==> config.mk <==
export PLATFORM = sky130hd
export DESIGN_NAME = gate_sequencer
export DESIGN_NICKNAME = d
export VERILOG_FILES = /design/src/rtl/gate_sequencer.sv
export SDC_FILE = /design/constraint.sdc
export NUM_CORES = 1
export LEC_CHECK = 0
export CAP_MARGIN = 10
export CORE_ASPECT_RATIO = 0.9
export CORE_MARGIN = 2
export CORE_UTILIZATION = 49
export CTS_CLUSTER_SIZE = 20
export DETAILED_ROUTE_END_ITERATION = 10
export PLACE_DENSITY = 0.78
export SLEW_MARGIN = 25
export SYNTH_ARGS = -nofsm -noshare
export SYNTH_HDL_FRONTEND = slang
export SYNTH_SLANG_ARGS = --single-unit
==> constraint.sdc <==
create_clock -name clk -period 3 [get_ports clk]
set_input_delay 0.3 -clock clk [delete_from_list [all_inputs] [get_ports clk]]
set_output_delay 0.3 -clock clk [all_outputs]
set_load 0.02 [all_outputs]
==> src/rtl/gate_sequencer.sv <==
// Walks the netlist reader gate by gate and issues each gate as a registered valid/ready request to the garbler.
// Latency: one cycle from nl_gid to the g_* request; up to one gate per cycle while g_ready is held high.
// Backpressure: when g_ready is low the request register holds its fields and gid stalls, so no gate is dropped or repeated.
module gate_sequencer #(
    parameter int S = 20
) (
    input  logic         clk,
    input  logic         rst,
    input  logic         start,
    output logic         nl_start,
    input  logic         nl_done,
    output logic [S-1:0] nl_gid,
    input  logic [S-1:0] nl_input_size,
    input  logic [S-1:0] nl_dff_size,
    input  logic [S-1:0] nl_gate_size,
    input  logic [S-1:0] nl_num_XOR,
    input  logic [S-1:0] nl_in0,
    input  logic [S-1:0] nl_in1,
    input  logic         nl_in0F,
    input  logic         nl_in1F,
    input  logic [3:0]   nl_g_logic,
    input  logic         nl_is_output,
    output logic         g_valid,
    input  logic         g_ready,
    output logic [S-1:0] g_id,
    output logic [S-1:0] g_in0,
    output logic [S-1:0] g_in1,
    output logic         g_in0F,
    output logic         g_in1F,
    output logic         g_is_output,
    output logic [3:0]   g_logic,
    output logic         g_is_xor,
    output logic         g_one_in,
    output logic [S-1:0] g_out_wire,
    output logic         busy,
    output logic         done,
    output logic [S-1:0] xor_cnt,
    output logic [S-1:0] nxor_cnt,
    output logic         err
);

    typedef enum logic [2:0] {IDLE, HDR, RUN, DRAIN, FIN} state_t;

    typedef struct packed {
        logic [S-1:0] id;
        logic [S-1:0] in0;
        logic [S-1:0] in1;
        logic [S-1:0] out_wire;
        logic         in0f;
        logic         in1f;
        logic         is_output;
        logic [3:0]   tt;
        logic         is_xor;
        logic         one_in;
    } req_t;

    state_t       state_q, state_d;
    logic         nl_start_q, nl_start_d;
    logic [S-1:0] gid_q, gid_d;
    logic [S-1:0] input_size_q, input_size_d;
    logic [S-1:0] dff_size_q, dff_size_d;
    logic [S-1:0] gate_size_q, gate_size_d;
    logic [S-1:0] num_xor_q, num_xor_d;
    logic         g_valid_q, g_valid_d;
    req_t         req_q, req_d;
    logic [S-1:0] xor_cnt_q, xor_cnt_d;
    logic [S-1:0] nxor_cnt_q, nxor_cnt_d;
    logic         err_q, err_d;
    logic         hs, load, xor_mismatch;

    assign hs           = g_valid_q & g_ready;
    assign load         = (state_q == RUN) & (~g_valid_q | g_ready);
    assign xor_mismatch = (xor_cnt_q != num_xor_q);

    always_comb begin
        state_d      = state_q;
        nl_start_d   = 1'b0;
        gid_d        = gid_q;
        input_size_d = input_size_q;
        dff_size_d   = dff_size_q;
        gate_size_d  = gate_size_q;
        num_xor_d    = num_xor_q;
        g_valid_d    = g_valid_q;
        req_d        = req_q;
        xor_cnt_d    = xor_cnt_q;
        nxor_cnt_d   = nxor_cnt_q;
        err_d        = err_q;

        if (hs) begin
            if (req_q.is_xor) xor_cnt_d  = xor_cnt_q + S'(1);
            else              nxor_cnt_d = nxor_cnt_q + S'(1);
        end

        case (state_q)
            IDLE: begin
                if (start) begin
                    state_d    = HDR;
                    nl_start_d = 1'b1;
                    xor_cnt_d  = '0;
                    nxor_cnt_d = '0;
                    err_d      = 1'b0;
                end
            end
            HDR: begin
                if (nl_done) begin
                    input_size_d = nl_input_size;
                    dff_size_d   = nl_dff_size;
                    gate_size_d  = nl_gate_size;
                    num_xor_d    = nl_num_XOR;
                    gid_d        = '0;
                    state_d      = (nl_gate_size == '0) ? FIN : RUN;
                end
            end
            RUN: begin
                // A stalled request keeps g_valid high; only a fresh load replaces it.
                if (load) begin
                    g_valid_d      = 1'b1;
                    req_d.id       = gid_q;
                    req_d.in0      = nl_in0;
                    req_d.in1      = nl_in1;
                    req_d.out_wire = input_size_q + dff_size_q + gid_q;
                    req_d.in0f     = nl_in0F;
                    req_d.in1f     = nl_in1F;
                    req_d.is_output = nl_is_output;
                    req_d.tt       = nl_g_logic;
                    req_d.is_xor   = (nl_g_logic == 4'b0110);
                    req_d.one_in   = &nl_in1;
                    gid_d          = gid_q + S'(1);
                    if (gid_q == gate_size_q - S'(1)) state_d = DRAIN;
                end
            end
            DRAIN: begin
                if (hs) begin
                    g_valid_d = 1'b0;
                    state_d   = FIN;
                end
            end
            FIN: begin
                err_d   = xor_mismatch;
                state_d = IDLE;
            end
            default: state_d = IDLE;
        endcase
    end

    always_ff @(posedge clk) begin
        if (rst) begin
            state_q      <= IDLE;
            nl_start_q   <= 1'b0;
            gid_q        <= '0;
            input_size_q <= '0;
            dff_size_q   <= '0;
            gate_size_q  <= '0;
            num_xor_q    <= '0;
            g_valid_q    <= 1'b0;
            req_q        <= '0;
            xor_cnt_q    <= '0;
            nxor_cnt_q   <= '0;
            err_q        <= 1'b0;
        end else begin
            state_q      <= state_d;
            nl_start_q   <= nl_start_d;
            gid_q        <= gid_d;
            input_size_q <= input_size_d;
            dff_size_q   <= dff_size_d;
            gate_size_q  <= gate_size_d;
            num_xor_q    <= num_xor_d;
            g_valid_q    <= g_valid_d;
            req_q        <= req_d;
            xor_cnt_q    <= xor_cnt_d;
            nxor_cnt_q   <= nxor_cnt_d;
            err_q        <= err_d;
        end
    end

    assign nl_start    = nl_start_q;
    assign nl_gid      = (state_q == RUN) ? gid_q : '0;
    assign g_valid     = g_valid_q;
    assign g_id        = req_q.id;
    assign g_in0       = req_q.in0;
    assign g_in1       = req_q.in1;
    assign g_in0F      = req_q.in0f;
    assign g_in1F      = req_q.in1f;
    assign g_is_output = req_q.is_output;
    assign g_logic     = req_q.tt;
    assign g_is_xor    = req_q.is_xor;
    assign g_one_in    = req_q.one_in;
    assign g_out_wire  = req_q.out_wire;
    assign busy        = (state_q != IDLE);
    assign done        = (state_q == FIN);
    assign xor_cnt     = xor_cnt_q;
    assign nxor_cnt    = nxor_cnt_q;
    // err is already valid in the done cycle; the flop keeps it afterwards.
    assign err         = (state_q == FIN) ? xor_mismatch : err_q;

endmodule
==> impl_metrics.csv <==
group,metric,value,unit
setup_path,slowest_delay,410,ps
setup_path,crit_fanout,3,
detailed_routing,drt_iter0_markers,897,
setup_path,worstSetupPathType,"reg2reg",
floorplan,die_y,146.6,um
cells_and_area,num-nets-final,1825,
grt,grt_max_degree,171,
clock_tree,path_clk_slew,70,ps
sta,post-route-min-period,2819,ps
clock_tree,cts_sinks,235,
hold_path,hold_start,"rst",
clock_tree,cts_hold_buffers,0,
pwr,power.leakage,0.005636,uW
clock_tree,clkLatencyLatePin,530,ps
setup_path,crit_arrival,3260,ps
synth,synth_edf_count,0,
clock_tree,clockBufferDepth,3,
sta,worst_pin_slew,896.6,ps
grt,antenna_found_initial,0,
detailed_routing,firstDrtPassIters,6,
grt,grt.overflow.total,0,
placement,gp_congestion,0.9230,
cells_and_area,layout.cells.non_filler,1966,
placement,dp.cells,1920,
detailed_routing,antenna_left,0,
sta,setup_viol,0,
synth,yosysSeqAreaShare,42.52,%
flow_run,drv_cap,0,
setup_path,cp_slowest_cell,"fa_1",
synth,synth_area_leaders,"dfxtp_1 43%, nand2_1 12%, a21oi_1 8.1%",
sta,relSlewSlack,40.22,%
cells_and_area,postLayoutCellArea,0.01522,mm^2
placement,dp_hpwl,23840,um
setup_path,cp-start-kind,"flop",
setup_path,cpLargestDelayFamily,"adder cells",
synth,synth_common_cells,"365 x nand2_1, 235 x dfxtp_1, 180 x a21oi_1",
detailed_routing,vias,10601,
hold_path,hold_depth,4,
sta,finalHoldViolCount,0,
cells_and_area,n_antenna_cell,0,
setup_path,worstPathCellList,"inv_1, fa_1, inv_1, ha_1, inv_1, fa_1, nand2b_4, a21oi_2, o31ai_1, a21oi_2, nor3_1, o211ai_1, nor3b_1",
clock_tree,cts_max_level,1,
floorplan,initial_core_util,49.58,%
detailed_routing,detail_route.wl_per_cell,16.82,um
detailed_routing,totalWireLength,33060,um
clock_tree,cts_root_buf,"clkbuf_16",
pwr,ir_worst_vdd,439.1,uV
placement,post-place-ws,22.98,ps
synth,synth-seq-cells,235,
clock_tree,cts_buffers,25,
sta,timing.hold.ws,165.6,ps
sta,setup_ws,180.9,ps
floorplan,io_pins,286,
cells_and_area,drive_gt1_share,6.291,%
cells_and_area,final_core_util,68.18,%
sta,rsz0062_at_grt,"yes",
clock_tree,cts_tree,"done",
synth,synth_top_area_cell,"dfxtp_1",
sta,finClkSkew,24.75,ps
placement,place_area,0.01434,mm^2
synth,syn_area_per_cell,8.023,um^2
setup_path,r2r_start,"gid_q[0]$_SDFFE_PP0P_",
floorplan,die_area,0.02380,mm^2
synth,yosys_most_used_dff,"dfxtp_1",
sta,drv_slew,0,
cells_and_area,area_growth,37.52,%
pwr,p_per_area,473.7,mW/mm^2
synth,syn-cell-area,0.01106,mm^2
setup_path,startpoint,"gid_q[0]$_SDFFE_PP0P_",
sta,timing.fmax,354.7,MHz
setup_path,crit_top_cell,"inv_1",
setup_path,worstPathRequired,3440,ps
placement,io_buffers,285,
setup_path,crit_buf_inv,3,
grt,track_usage,26.97,%
run_status,outcome,"finished, final reports clean",
synth,synth_top_cell_area_share,42.52,%
floorplan,die_x,162.4,um
setup_path,worst-path-stages,13,
grt,grt_pass1_vias,10101,
synth,yosysMostFrequentCell,"nand2_1",
synth,synth_cell_types,62,
floorplan,rows,52,
synth,yosys_warnings,0,
synth,syn-num-nets,1553,
setup_path,worstSetupEndpointType,"flop",
grt,grt_pass1_wl,52300,um
detailed_routing,route.detailed.drc,0,
sta,period_share,93.97,%
synth,syn_inst,1379,
floorplan,coreArea,0.02232,mm^2
synth,async_reset_ff_share,0,%
setup_path,r2r_cells,13,
detailed_routing,vias_per_cell,5.392,
hold_path,hold_class,"in2reg",
## layout make-up
type,instances,area (um^2)
timing repair buffer,323,3188
fill,1779,7101
tap,297,371.6
multi-input combinational,1047,6063
clock inverter,6,36.28
sequential,235,4707
clock buffer,39,778.2
inverter,19,71.32
## routing by layer
| metal | GRT usage [%] | share of wire, % | vias up |
|---|---|---|---|
| li1 | - | - | 5186 |
| met2 | 43.04 | 46 | 374 |
| met1 | 37.88 | 45 | 4972 |
| met4 | 7.655 | 2.6 | 0 |
| met3 | 4.290 | 6.7 | 69 |
| met5 | 0 | 0 | - |
## sequential cells by signal, indices dropped and copies added (netlist names), 3 cells and up
signal and count:
g_out_wire 20, gid_q 20, nxor_cnt 20, dff_size_q 20, gate_size_q 20, g_id 20
state_q 3, g_in1 20, input_size_q 20, xor_cnt 20, num_xor_q 20, g_in0 20
g_logic 4
## logic make-up (layout without fill, tap and decap cells)
kind of cell	Yosys count	in the layout	share of synthesized area, %
and+or+nand+nor	630	630	25.55
AOI/OAI and AO/OA	258	258	13.11
DFF	235	235	42.52
xor gates and xnor gates	113	113	8.945
buffers and inverters	97	387	3.415
adders and majority gates	42	42	6.106
muxes	4	4	0.3619
## stage by stage
step / total power [uW] / TNS [ps]
after floorplan: 3826 / 0
after global placement: 4214 / 0
after detailed placement: 4228 / 0
after CTS: 7239 / 0
after global routing: 7479 / -3.886
final: 7208 / 0
## worst paths after layout
kind / end / slack, ps
min: state_q[2]$_SDFFE_PP0P_ / 170
min reg2reg: g_id[9]$_SDFFE_PP0P_ / 450
max reg2reg: g_out_wire[19]$_SDFFE_PP0P_ / 180
max: g_out_wire[19]$_SDFFE_PP0P_ / 180
## tightest hold or removal path: stages
cell and delay (ps):
buf_4 130, a311oi_1 80, nand3_1 80, nor2_1 40
## report_power, final
part | total, uW | switching, uW | internal (uW) | leakage (uW)
registers | 3260 | 68.7 | 3200 | 0.00190
logic | 908 | 481 | 428 | 0.00333
clock network | 3040 | 1260 | 1780 | 0.000405
total | 7210 | 1810 | 5400 | 0.00564
## what timing repair did
| item | 4_1_cts | 5_1_grt |
|---|---|---|
| gates resized for setup | 1 | 10 |
| cloned | 0 | 0 |
| endpoints found under the setup margin | 1 | 9 |
| pin swaps | 0 | 3 |
| buffers inserted | 0 | 1 |
## layout by cell type (no fill, tap or decap), types with 4 or more instances in the layout
master	count
dfxtp_1	233
nand2b_1	8
fa_1	20
nand3_1	39
inv_1	18
nor3_1	14
nand4_1	19
mux2i_1	4
clkbuf_8	10
clkbuf_16	25
o21ai_0	22
nor4_1	19
and3_1	18
a211oi_1	5
clkdlybuf4s50_1	283
nor4_2	4
a22o_1	4
a21oi_1	178
xnor2_1	53
nor2_1	92
or3_1	6
buf_12	4
nand2_1	365
clkbuf_1	4
clkinv_2	4
buf_4	35
ha_1	22
o31ai_1	6
a21o_1	6
xor2_1	60
and2_1	17
a31oi_1	8
Power figures use the tool's default switching activity.
